$ cat src/rtl/uart_tx_fifo.sv
// Byte FIFO between a UART receiver and transmitter, with a four-state drain FSM.
// Latency: byte written in cycle N gives tx_en in N+3. Backpressure: writes to a full FIFO are dropped and flagged on overflow.
// Optional UART_FIFO_OVERFLOW_STICKY_EN: overflow latches until reset instead of pulsing once per drop.
module uart_tx_fifo #(
  parameter int DEPTH  = 16,
  parameter int ADDR_W = 4
) (
  input  logic              clk,
  input  logic              rst_n,
  input  logic [7:0]        rx_data,
  input  logic              rx_valid,
  output logic [7:0]        tx_data,
  output logic              tx_en,
  input  logic              tx_done,
  output logic [ADDR_W:0]   fifo_count,
  output logic              full,
  output logic              empty,
  output logic              overflow
);

  typedef enum logic [1:0] {IDLE, LOAD, START, WAIT} state_t;

  localparam logic [ADDR_W:0] FULL_CNT = DEPTH[ADDR_W:0];
  localparam logic [ADDR_W:0] CNT_ONE  = {{ADDR_W{1'b0}}, 1'b1};
  localparam logic [ADDR_W-1:0] PTR_ONE = {{(ADDR_W-1){1'b0}}, 1'b1};

  state_t            state, state_nxt;
  logic [7:0]        mem [DEPTH];
  logic [ADDR_W-1:0] wr_ptr, rd_ptr;
  logic [ADDR_W:0]   count_nxt;
  logic              pop, wr, drop;

  // The pop lands in the LOAD cycle, so a write arriving then may use the slot it frees.
  assign pop  = (state == LOAD);
  assign wr   = rx_valid && (!full || pop);
  assign drop = rx_valid && !wr;

  always_comb begin
    count_nxt = fifo_count;
    if (wr && !pop)
      count_nxt = fifo_count + CNT_ONE;
    else if (pop && !wr)
      count_nxt = fifo_count - CNT_ONE;
  end

  always_ff @(posedge clk) begin
    if (wr)
      mem[wr_ptr] <= rx_data;
  end

  always_ff @(posedge clk or negedge rst_n) begin
    if (!rst_n) begin
      wr_ptr     <= '0;
      rd_ptr     <= '0;
      fifo_count <= '0;
      full       <= 1'b0;
      empty      <= 1'b1;
    end else begin
      if (wr)
        wr_ptr <= wr_ptr + PTR_ONE;
      if (pop)
        rd_ptr <= rd_ptr + PTR_ONE;
      fifo_count <= count_nxt;
      full       <= (count_nxt == FULL_CNT);
      empty      <= (count_nxt == '0);
    end
  end

  always_comb begin
    state_nxt = state;
    case (state)
      IDLE:    if (!empty) state_nxt = LOAD;
      LOAD:    state_nxt = START;
      START:   state_nxt = WAIT;
      WAIT:    if (tx_done) state_nxt = IDLE;
      default: state_nxt = IDLE;
    endcase
  end

  // tx_data is captured on entry to LOAD so it is already valid during the LOAD cycle.
  always_ff @(posedge clk or negedge rst_n) begin
    if (!rst_n) begin
      state   <= IDLE;
      tx_en   <= 1'b0;
      tx_data <= 8'h00;
    end else begin
      state <= state_nxt;
      tx_en <= (state_nxt == START);
      if (state == IDLE && state_nxt == LOAD)
        tx_data <= mem[rd_ptr];
    end
  end

  always_ff @(posedge clk or negedge rst_n) begin
    if (!rst_n) begin
      overflow <= 1'b0;
    end else begin
`ifdef UART_FIFO_OVERFLOW_STICKY_EN
      overflow <= overflow | drop;
`else
      overflow <= drop;
`endif
    end
  end

endmodule

$ cat config.mk
export PLATFORM = sky130hd
export DESIGN_NAME = uart_tx_fifo
export DESIGN_NICKNAME = d
export VERILOG_FILES = /design/src/rtl/uart_tx_fifo.sv
export SDC_FILE = /design/constraint.sdc
export NUM_CORES = 1
export LEC_CHECK = 0
export ABC_AREA = 0
export CELL_PAD_IN_SITES_DETAIL_PLACEMENT = 0
export CELL_PAD_IN_SITES_GLOBAL_PLACEMENT = 1
export CORE_MARGIN = 4
export CORE_UTILIZATION = 52
export CTS_BUF_LIST = sky130_fd_sc_hd__clkbuf_8 sky130_fd_sc_hd__clkbuf_16
export CTS_CLUSTER_SIZE = 28
export DETAILED_ROUTE_END_ITERATION = 16
export HOLD_SLACK_MARGIN = 0.12
export PLACE_DENSITY = 0.9
export SLEW_MARGIN = 30
export SYNTH_ARGS = -nofsm -noshare
export SYNTH_HDL_FRONTEND = slang
export SYNTH_SLANG_ARGS = --single-unit
$ cat constraint.sdc
create_clock -name clk -period 2.7 [get_ports clk]
set_input_delay 0.54 -clock clk [delete_from_list [all_inputs] [get_ports clk]]
set_output_delay 0.54 -clock clk [all_outputs]
set_load 0.02 [all_outputs]
==> run summary <==
Antenna diode count: 0. From bottom edge to top edge, the die measures 118 um. Fill cells in the final layout number 795. For this design the static power due to leakage is 2.64 nW. Summed over its instances, the top area cell type makes up 61.3% of the synthesized netlist area.

The hold buffer count at CTS was 0; the net count reported at finish was 423. Of all flip-flops after synthesis, the portion carrying an async set or reset was 17.4%. The count of state elements after synthesis is 155.

The logs give 457 for the number of DRC markers in iteration 0 and 0 for the number of max-cap violations. The floorplan step defined a die boundary enclosing 13900 um^2. The run gives 2270 ps as the arrival time of the worst setup path. The multi-input combinational cells in the finished layout cover a total of 1640 um^2. Setup violations remaining at the end of the flow were counted as 0. The placeable core region was 11600 um^2; the power density over cell area was 1120 nW/um^2. At the pin with the least slew margin, the transition time is 807 ps. Count of final max-slew check failures: 0. Of all nets on the critical path, the largest fanout is 8. For the total of warnings raised by yosys, the log shows 0. Final design area excluding fillers: 7390 um^2. The total overflow reported by the global router was 0; the synthesized area per cell was 17.4 um^2. The root buffer cell chosen for the clock tree is clkbuf_16. For the initial cell density of the core, the log shows 54.0%. Setup repair after global routing left no endpoint under its margin.

The wire length per cell after detailed routing is 24.6 um. STA puts the critical path data required time at 2770 ps. Across the VDD grid, the largest voltage drop is 0.000485 V. The die span in x was 118 um; the hold violation total from the final report was 0. Clock-pin slew was measured on the worst setup and hold paths at 60 ps.

The run gives 39 as the number of rows in the core area. The most used flip-flop cell after synthesis is edfxtp_1. Summing every instance area after synthesis gives 6270 um^2. The worst hold path belongs to the class flop to flop.

Of the cells placed in the final design, the portion with a size suffix greater than 1 is 17.3%. Leading area contributor after synthesis: edfxtp_1. Across all hold checks on the routed design, the worst slack comes to 495 ps. The total area of sequential cells was 4520 um^2; the accumulated negative setup slack was 0 ps.

Counting flops with a built-in enable in the synthesized netlist gives 128. For the worst-skew pair, the clock arrives at the later sink with an insertion delay of 430 ps. The logs give 47 for the count of distinct cell types in the synthesized netlist and 0 for the count of unresolved DRC violations after routing.

The growth of design area from synthesis to finish works out to 17.7%. The run finished with clean final reports. Entering global routing, the biggest net connects 28 pins. Total via count in the routed design: 3426. Global-route usage over all layers: 21.2%. The sequential fraction of the synthesis area was 72.1%. After technology mapping, the gate count stands at 360.

On the final layout, the worst clock skew is 7.66 ps. TritonCTS created 17 clock buffers. Buffers added to address setup during post-CTS repair amount to 0. Counting instances in the post-synthesis netlist gives the leading cell types as 128 x edfxtp_1, 33 x mux2i_1, 26 x dfrtp_1, 20 x mux4_2, 14 x nand2_1. The number of gates resized after CTS was 0. Summed over all nets, the half-perimeter wirelength after detailed placement is 8800 um. The number of antenna violations at the first check in global routing was 0; the total iterations of the first detailed-routing run was 5. The first-pass GRT wire length was 21500 um; the number of nets produced by synthesis was 379. The clock period minus worst slack is 2190 ps, and the standard cell area after detailed placement is 6760 um^2. Derived from the worst setup path, the maximum achievable clock frequency is 456 MHz. The capturing element type of the critical path is a flop. The via density per instance is 6.12.

The number of buffer cells added on primary ports came out at 28. In the post-synthesis netlist, the biggest area contributors are edfxtp_1 61%, dfrtp_1 10%, mux4_2 7.2%, mux2i_1 5.3%, ha_1 1.4%. The tools report the total number of clock tree sinks as 155. The critical path in this run is classified as flop to flop. The routability congestion estimate from global placement is 0.913, and the maximum level of the CTS H-tree is 4.

The clock passes through at most 2 buffers. Wires add up to 13800 um. The number of top-level pins was 29; the final clock period utilization by the worst path was 81.2%. The detail route stage leaves a number of antenna-violating nets equal to 0. STA classifies the critical path startpoint as a flop. The headroom to the max-slew limit came out at 46.0%. edfxtp_1 is the most common cell in the netlist. Via count of the first global-routing pass: 3515. TritonCTS built the clock tree.
[final timing paths]
path / to / slack (ps) / cells past startpoint / startpoint
hold reg to reg: tx_data[2] / 490 / 2 / tx_data[2]
hold / removal: tx_data[2] / 490 / 2 / tx_data[2]
setup reg to reg: mem[5][4] / 510 / 5 / state[0]
min in group asynchronous: fifo_count[3] / 510 / 2 / rst_n
max in group asynchronous: empty / 1870 / 2 / rst_n
setup / recovery: mem[5][4] / 510 / 5 / state[0]
[placed cells by master, fill, tap and decap left out, types with 3 or more instances in the layout]
cell type / n
o32ai_1: 6
clkdlybuf4s50_1: 28
edfxtp_1: 128
bufinv_16: 4
and3_1: 8
inv_1: 8
a21oi_1: 6
mux4_2: 20
xnor2_1: 8
ha_1: 7
o211ai_1: 7
nor3_1: 3
o21ai_0: 4
clkbuf_16: 17
nor2_1: 11
o21a_1: 3
nand2b_1: 3
nand3_1: 5
buf_4: 15
a31oi_1: 3
o22ai_1: 7
and2_1: 3
clkinv_4: 6
nand2_1: 14
o21ai_1: 3
mux2i_1: 33
dfrtp_1: 25
and4_1: 4
nor2b_1: 3
[flip-flops by register name, summed over array words and instances, names as in the netlist]
register	cells
empty	1
fifo_count	5
full	1
mem	128
overflow	1
rd_ptr	4
state	2
tx_data	8
tx_en	1
wr_ptr	4
[per-stage QoR]
| stage | setup WS [ps] | power, mW | cells | utilization [%] |
|---|---|---|---|---|
| finish | 508 | 8.25 | 560 | 63.6 |
| global route | 354 | 8.64 | 560 | 63.6 |
| global placement | 343 | 5.69 | 528 | 58.2 |
| CTS | 489 | 8.29 | 560 | 63.6 |
| floorplan | 492 | 4.92 | 360 | - |
| detailed placement | 327 | 5.76 | 528 | 58.2 |
[power by group]
part | switching [mW] | internal [mW] | total (mW)
Clock | 0.958 | 1.55 | 2.51
Sequential | 0.417 | 2.99 | 3.41
Combinational | 1.25 | 1.09 | 2.34
[area by class of cell]
cell class	instances	area share [%]
Sequential cell	155	61.2
Multi-Input combinational cell	181	22.2
Clock buffer	17	5.76
Timing Repair Buffer	43	5.32
Clock inverter	15	2.74
Tap cell	143	2.42
Inverter	6	0.305
[worst max-delay path: stages, from the launching register on]
cell and delay, ps:
dfrtp_1 480, or2b_2 350, a21boi_2 300, nand2_1 100, nor2_1 180, and2_1 430
[logic make-up (layout without fill, tap and decap cells)]
kind of cell | count (synthesis) | count (layout) | share of synthesized area (%)
AOI/OAI and AO/OA | 46 | 46 | 5.07
xor gates and xnor gates | 10 | 10 | 1.40
adders and majority gates | 7 | 7 | 1.40
buffers and inverters | 24 | 81 | 1.78
DFF | 155 | 155 | 72.1
muxes | 54 | 54 | 12.6
and+or+nand+nor | 64 | 64 | 5.68
[routing by layer]
layer,part of all wire [%],vias to the layer above,global-route usage (%),wire length [um]
met3,7.5,31,7.59,1040
met1,42,1725,28.6,5770
met2,48,159,31.9,6640
met5,0,-,0,0
met4,2.5,0,7.77,339
li1,-,1511,-,-
No activity file was read; power rests on OpenSTA's default activity.
